--- src/rtl/nco_bank.sv ---
// Multi-voice NCO bank: VOICES phase accumulators share one quarter-wave sine ROM and mix into a saturated stereo pair.
// Optional feature: define NCO_PHASE_SYNC_EN to add the phase_sync input (realigns all voices to phase 0).
module nco_bank #(
    parameter int BITSIZE   = 24,
    parameter int PHASESIZE = 16,
    parameter int TABLESIZE = 9,
    parameter int VOICES    = 4,
    parameter int AMPSIZE   = 8
) (
    input  logic                        clk,
    input  logic                        rst_n,
    input  logic                        lrclk,
    input  logic                        cfg_we,
    input  logic [3:0]                  cfg_addr,
    input  logic [PHASESIZE-1:0]        cfg_freq,
    input  logic [AMPSIZE:0]            cfg_amp,
    input  logic                        cfg_route,
`ifdef NCO_PHASE_SYNC_EN
    input  logic                        phase_sync,
`endif
    output logic signed [BITSIZE-1:0]   left,
    output logic signed [BITSIZE-1:0]   right,
    output logic                        out_valid,
    output logic                        busy,
    output logic                        overrun
);

    localparam int QW     = TABLESIZE - 2;
    localparam int QN     = 1 << QW;
    localparam int VW     = (VOICES > 1) ? $clog2(VOICES) : 1;
    localparam int NV     = 1 << VW;
    localparam int ACC_W  = BITSIZE + $clog2(VOICES) + 1;
    localparam int PROD_W = BITSIZE + AMPSIZE + 2;
    localparam int PEAK   = (1 << (BITSIZE - 1)) - 1;

    localparam logic [AMPSIZE:0]              AMP_ONE = (AMPSIZE + 1)'(1 << AMPSIZE);
    localparam logic signed [BITSIZE-1:0]     OUT_MAX = BITSIZE'(PEAK);
    localparam logic signed [BITSIZE-1:0]     OUT_MIN = ~OUT_MAX;
    localparam logic signed [ACC_W-1:0]       SAT_HI  = ACC_W'(PEAK);
    localparam logic signed [ACC_W-1:0]       SAT_LO  = ~SAT_HI;

    localparam logic [1:0] IDLE  = 2'd0;
    localparam logic [1:0] FETCH = 2'd1;
    localparam logic [1:0] ACC   = 2'd2;
    localparam logic [1:0] DONE  = 2'd3;

    function automatic logic signed [BITSIZE-1:0] sine_entry(input int k);
        real x;
        x = real'(PEAK) * $sin(2.0 * 3.14159265358979323846 * real'(k) / real'(1 << TABLESIZE));
        return BITSIZE'($rtoi(x + 0.5));
    endfunction

    function automatic logic signed [BITSIZE-1:0] saturate(input logic signed [ACC_W-1:0] x);
        if (x > SAT_HI)
            return OUT_MAX;
        else if (x < SAT_LO)
            return OUT_MIN;
        else
            return BITSIZE'(x);
    endfunction

    logic signed [BITSIZE-1:0] rom [QN];
    for (genvar k = 0; k < QN; k++) begin : g_rom
        localparam logic signed [BITSIZE-1:0] ENTRY = sine_entry(k);
        assign rom[k] = ENTRY;
    end

    logic                      lr_sync_p0, lr_sync_p1, lr_prev;
    logic                      frame_start, start_go, sync_now, cfg_hit;
    logic [AMPSIZE:0]          amp_clamped;
    logic [1:0]                state;
    logic [VW-1:0]             voice;
    logic [PHASESIZE-1:0]      freq_pend [NV];
    logic [PHASESIZE-1:0]      freq_act  [NV];
    logic [AMPSIZE:0]          amp_pend  [NV];
    logic [AMPSIZE:0]          amp_act   [NV];
    logic                      route_pend[NV];
    logic                      route_act [NV];
    logic [PHASESIZE-1:0]      phase     [NV];

    logic [TABLESIZE-1:0]      idx;
    logic [1:0]                quad;
    logic [QW-1:0]             k_idx, rom_addr;
    logic                      fold_peak;
    logic signed [BITSIZE-1:0] rom_p0;
    logic                      neg_p0;
    logic signed [BITSIZE-1:0] sample_p1;
    logic signed [AMPSIZE+1:0] gain_p1;
    logic signed [PROD_W-1:0]  prod_p1;
    logic signed [ACC_W-1:0]   term_p1, acc_l, acc_r, sum_l, sum_r;

    always_ff @(posedge clk or negedge rst_n) begin
        if (!rst_n) begin
            lr_sync_p0 <= 1'b0;
            lr_sync_p1 <= 1'b0;
            lr_prev    <= 1'b0;
        end else begin
            lr_sync_p0 <= lrclk;
            lr_sync_p1 <= lr_sync_p0;
            lr_prev    <= lr_sync_p1;
        end
    end

    assign frame_start = lr_sync_p1 & ~lr_prev;
    assign start_go    = frame_start & ~busy;
    assign cfg_hit     = cfg_we && ({1'b0, cfg_addr} < 5'(VOICES));
    assign amp_clamped = (cfg_amp > AMP_ONE) ? AMP_ONE : cfg_amp;

`ifdef NCO_PHASE_SYNC_EN
    logic sync_pend;
    always_ff @(posedge clk or negedge rst_n) begin
        if (!rst_n)
            sync_pend <= 1'b0;
        else if (start_go)
            sync_pend <= 1'b0;
        else if (phase_sync)
            sync_pend <= 1'b1;
    end
    assign sync_now = sync_pend | phase_sync;
`else
    assign sync_now = 1'b0;
`endif

    // A write landing in the same cycle as an accepted frame start goes straight into that frame.
    always_ff @(posedge clk or negedge rst_n) begin
        if (!rst_n) begin
            for (int i = 0; i < NV; i++) begin
                freq_pend[i]  <= '0;
                amp_pend[i]   <= '0;
                route_pend[i] <= 1'b0;
                freq_act[i]   <= '0;
                amp_act[i]    <= '0;
                route_act[i]  <= 1'b0;
                phase[i]      <= '0;
            end
        end else begin
            for (int i = 0; i < NV; i++) begin
                if (cfg_hit && cfg_addr == 4'(i)) begin
                    freq_pend[i]  <= cfg_freq;
                    amp_pend[i]   <= amp_clamped;
                    route_pend[i] <= cfg_route;
                end
                if (start_go) begin
                    freq_act[i]  <= (cfg_hit && cfg_addr == 4'(i)) ? cfg_freq    : freq_pend[i];
                    amp_act[i]   <= (cfg_hit && cfg_addr == 4'(i)) ? amp_clamped : amp_pend[i];
                    route_act[i] <= (cfg_hit && cfg_addr == 4'(i)) ? cfg_route   : route_pend[i];
                end
                if (start_go && sync_now)
                    phase[i] <= '0;
                else if (state == FETCH && voice == VW'(i))
                    phase[i] <= phase[i] + freq_act[i];
            end
        end
    end

    always_comb begin
        idx       = phase[voice][PHASESIZE-1 -: TABLESIZE];
        quad      = idx[TABLESIZE-1 -: 2];
        k_idx     = idx[QW-1:0];
        fold_peak = quad[0] && (k_idx == '0);
        rom_addr  = quad[0] ? (QW'(0) - k_idx) : k_idx;
        sample_p1 = neg_p0 ? -rom_p0 : rom_p0;
        gain_p1   = {1'b0, amp_act[voice]};
        prod_p1   = PROD_W'(sample_p1) * PROD_W'(gain_p1);
        term_p1   = ACC_W'(prod_p1 >>> AMPSIZE);
        sum_l     = acc_l + (route_act[voice] ? '0 : term_p1);
        sum_r     = acc_r + (route_act[voice] ? term_p1 : '0);
    end

    // FETCH -> ACC stage boundary: folded ROM read and quadrant sign
    always_ff @(posedge clk) begin
        if (state == FETCH) begin
            rom_p0 <= fold_peak ? OUT_MAX : rom[rom_addr];
            neg_p0 <= quad[1];
        end
        if (start_go) begin
            acc_l <= '0;
            acc_r <= '0;
        end else if (state == ACC) begin
            acc_l <= sum_l;
            acc_r <= sum_r;
        end
    end

    // Last ACC saturates and registers the outputs so out_valid lands 2*VOICES+1 cycles after the start.
    always_ff @(posedge clk or negedge rst_n) begin
        if (!rst_n) begin
            state     <= IDLE;
            voice     <= '0;
            busy      <= 1'b0;
            out_valid <= 1'b0;
            overrun   <= 1'b0;
            left      <= '0;
            right     <= '0;
        end else begin
            out_valid <= 1'b0;
            if (frame_start && busy)
                overrun <= 1'b1;
            case (state)
                IDLE, DONE: begin
                    if (frame_start) begin
                        state <= FETCH;
                        voice <= '0;
                        busy  <= 1'b1;
                    end else begin
                        state <= IDLE;
                    end
                end
                FETCH: state <= ACC;
                ACC: begin
                    if (voice == VW'(VOICES - 1)) begin
                        state     <= DONE;
                        busy      <= 1'b0;
                        out_valid <= 1'b1;
                        left      <= saturate(sum_l);
                        right     <= saturate(sum_r);
                    end else begin
                        voice <= voice + VW'(1);
                        state <= FETCH;
                    end
                end
                default: state <= IDLE;
            endcase
        end
    end

endmodule
--- config.mk ---
export PLATFORM = sky130hd
export DESIGN_NAME = nco_bank
export DESIGN_NICKNAME = d
export VERILOG_FILES = /design/src/rtl/nco_bank.sv
export SDC_FILE = /design/constraint.sdc
export NUM_CORES = 2
export LEC_CHECK = 0
export BUFFER_PORTS_ARGS = -buffer_cell sky130_fd_sc_hd__buf_2
export CAP_MARGIN = 0
export CORE_ASPECT_RATIO = 0.5
export CORE_MARGIN = 2
export CORE_UTILIZATION = 50
export CTS_CLUSTER_DIAMETER = 40
export DETAILED_ROUTE_END_ITERATION = 6
export GPL_ROUTABILITY_DRIVEN = 1
export PLACE_DENSITY = 0.63
export SETUP_SLACK_MARGIN = 0.1
export SLEW_MARGIN = 20
export SYNTH_ARGS = -nofsm -noshare
export SYNTH_HDL_FRONTEND = slang
export SYNTH_SLANG_ARGS = --single-unit
--- constraint.sdc ---
create_clock -name clk -period 10.25 [get_ports clk]
set_clock_uncertainty 0.05 [all_clocks]
set_input_delay 1.025 -clock clk [delete_from_list [all_inputs] [get_ports clk]]
set_output_delay 1.025 -clock clk [all_outputs]
set_load 0.02 [all_outputs]
==> summary.md <==
| Metric | Value |
|---|---|
| Nets@finish | `4087` |
| Worst Setup End Kind | `flop` |
| YS warnings | `0` |
| Post-synth ARST share | `0.809` |
| Worst-path fanout max | `23` |
| Worst-path clk slew | `0.07 ns` |
| Post-synth top area cell | `dfrtp_1` |
| Post-synthesis sequential area ratio | `0.307` |
| Crit path launch type | `flop` |
| Number of I/O pins | `85` |
| Rel. slew slack | `0.249` |
| Period minus WS final | `9.68 ns` |
| Top delay family on crit path | `adder cells` |
| Core box area | `64900 um^2` |
| Vias in the first global route | `26026` |
| Synthesized Nets | `4075` |
| Drt drc | `0` |
| CTS Buffer Depth | `3` |
| Layout cells sized above 1 | `0.144` |
| Most frequent cells in the layout | `nand2_1 (421), nor2_1 (411), dfrtp_1 (329), inv_1 (286), ha_1 (204)` |
| Vert. Die Dim | `185 um` |
| CTS tree | `yes` |
| # setup viols final | `0` |
| Setup WS pre-CTS | `-0.200 ns` |
| Slew Limit Fails | `0` |
| Gr usage total | `0.262` |
| Port bufs | `84` |
| Top cell type's share of synthesized area | `0.252` |
| N_diodes | `0` |
| Worst slew pin tran | `1.13 ns` |
| Max Cap Viol | `0` |
| Die ar. | `67800 um^2` |
| TritonCTS Buffers | `44` |
| Unrepaired setup endpoints after global routing | `true` |
| Slowest CP cell | `fa_1` |
| Routed wire length | `89200 um` |
| First-pass GRT wire length | `143000 um` |
| Core Util, Final | `0.559` |
| Mapped Area | `32800 um^2` |
| FF+latch count, synth | `408` |
| Drt pass-1 iters | `6` |
| Max Clk Rate | `0.103 GHz` |
| Crit path required time | `10.68 ns` |
| Commonest non-fill, non-tap cell in the layout | `nand2_1` |
| Placer Congestion | `0.972` |
| Final ANT Viol Nets | `0` |
| EDFF count, synth | `24` |
| Syn Area/Cell | `8.99 um^2` |
| Final hold viol count | `0` |
| Count of cell types in the netlist | `89` |
| Hold_buf cts | `0` |
| Initial core utilization | `0.505` |
| Gr ovfl total | `0` |
| Via/cell ratio | `5.85` |
| CP Data Arrival Time | `10.12 ns` |
| Setup CP Type | `reg -> reg` |
| CP max stage delay | `0.56 ns` |
| Status | `finished clean` |
| Detailed Route Iter0 Violations | `2033` |
| Routed len/inst | `19.5 um` |
| Antenna violations before repair | `1` |
| Post-route worst setup slack | `0.568 ns` |
| Largest net degree at the start of global routing | `180` |
| Row Count | `66` |
| # clock sinks | `408` |
| Crit path buffers/inverters | `4` |
| Hold Slack | `0.301 ns` |
| CTS Root Cell | `clkbuf_16` |
| Dpl hpwl | `64300 um` |
| Final Cycle Share | `0.945` |
| Skew-Pair Late Insertion Delay | `0.60 ns` |
| Critical Path Most Common Cell | `fa_1` |
| Main synth FF type | `dfrtp_1` |
| Top cells by area, synth | `dfrtp_1 (25%), fa_1 (11%), ha_1 (8.0%)` |
| Cells after synthesis | `3649` |
| Routed via count | `26785` |
| Die X | `366 um` |
| Area growth syn-to-layout | `10.5%` |
| Hold crit path type | `reg -> reg` |
| CTS HTree Levels | `2` |
[worst reg2reg max path, delay by kind of cell, from the launching register on]
family	cells	cell delay, ns
compound gates	14	2.80
xor+xnor	3	0.85
fa+ha+maj	7	3.13
buf+inv	4	0.34
flops	1	0.42
simple gates	9	1.98
[stage by stage]
step / std cells / cell area (um^2) / TNS, ns
2_1_floorplan: 3649 / 32800 / 0
3_3_place_gp: 4485 / 34200 / 0
3_5_place_dp: 4485 / 34200 / -0.788
4_1_cts: 4567 / 35800 / 0
5_1_grt: 4580 / 36300 / -0.0581
6_report: 4580 / 36300 / 0
[state kept, by name, indices dropped and copies added, names as in the netlist]
register	count
busy	1
freq_act	64
phase	64
right	24
amp_act	36
out_valid	1
acc_r	27
lr_sync_p0	1
neg_p0	1
overrun	1
lr_prev	1
rom_p0	23
acc_l	27
freq_pend	64
amp_pend	36
lr_sync_p1	1
voice	2
state	2
left	24
route_pend	4
route_act	4
[path summary, 6_finish.rpt]
path	depth (start not counted)	from	slack (ns)	to
worst max-delay path	37	rom_p0[2]	0.57	right[0]
worst min-delay path	0	lr_sync_p0	0.30	lr_sync_p1
worst max register to register	37	rom_p0[2]	0.57	right[0]
worst min register to register	0	lr_sync_p0	0.30	lr_sync_p1
max in group asynchronous	3	rst_n	7.38	phase[58]
min in group asynchronous	1	rst_n	0.42	right[7]
[synth_stat cells, types with 14 or more instances]
cell type / n
a21oi_1: 189
o211ai_1: 34
o21ai_0: 192
xnor2_1: 96
nor3_1: 48
dfxtp_1: 54
and3_1: 15
nand2b_1: 25
and2_1: 16
ha_1: 209
nand2_1: 423
mux2_2: 148
fa_1: 183
inv_1: 288
dfrtp_1: 330
o31ai_1: 30
mux2i_1: 67
xor2_1: 61
o22ai_1: 15
clkbuf_1: 157
nand4_1: 18
a21oi_2: 31
edfxtp_1: 24
a31oi_1: 41
a21o_1: 45
o21bai_1: 23
nand3_1: 57
o21a_1: 21
nor2b_1: 25
buf_1: 16
o21ai_1: 51
buf_2: 14
nor2_1: 412
a211oi_1: 37
[cells by family (layout without fill, tap and decap cells)]
| family | after synthesis | after routing | share of synthesized area |
|---|---|---|---|
| and+or+nand+nor | 1106 | 1106 | 0.146 |
| AOI/OAI and AO/OA | 866 | 866 | 0.173 |
| buffers and inverters | 488 | 534 | 0.0584 |
| DFF | 408 | 408 | 0.307 |
| adders and majority gates | 392 | 392 | 0.191 |
| muxes | 229 | 229 | 0.0805 |
| xor gates and xnor gates | 160 | 161 | 0.0444 |
[metal layers]
layer,global-route usage,part of all wire,vias up
li1,-,-,12647
met1,0.361,0.45,13054
met2,0.435,0.46,894
met3,0.0379,0.061,188
met4,0.0709,0.028,2
met5,0,0.00012,-
[layout make-up]
class	count	area [um^2]
clock buffer	56	1230
clock inverter	25	345
fill	5911	28700
inverter	292	1100
multi-input combinational	2754	21300
sequential	408	10100
tap	884	1110
timing repair buffer	161	1120
[repair_timing]
item	CTS	global route
setup endpoints to repair	44	51
pin swaps	1	11
buffers inserted	0	13
gates cloned	1	0
resized for setup	4	55
Power is not shown: default switching activity piles up to over one toggle a cycle in this logic, so the estimate is an artifact.
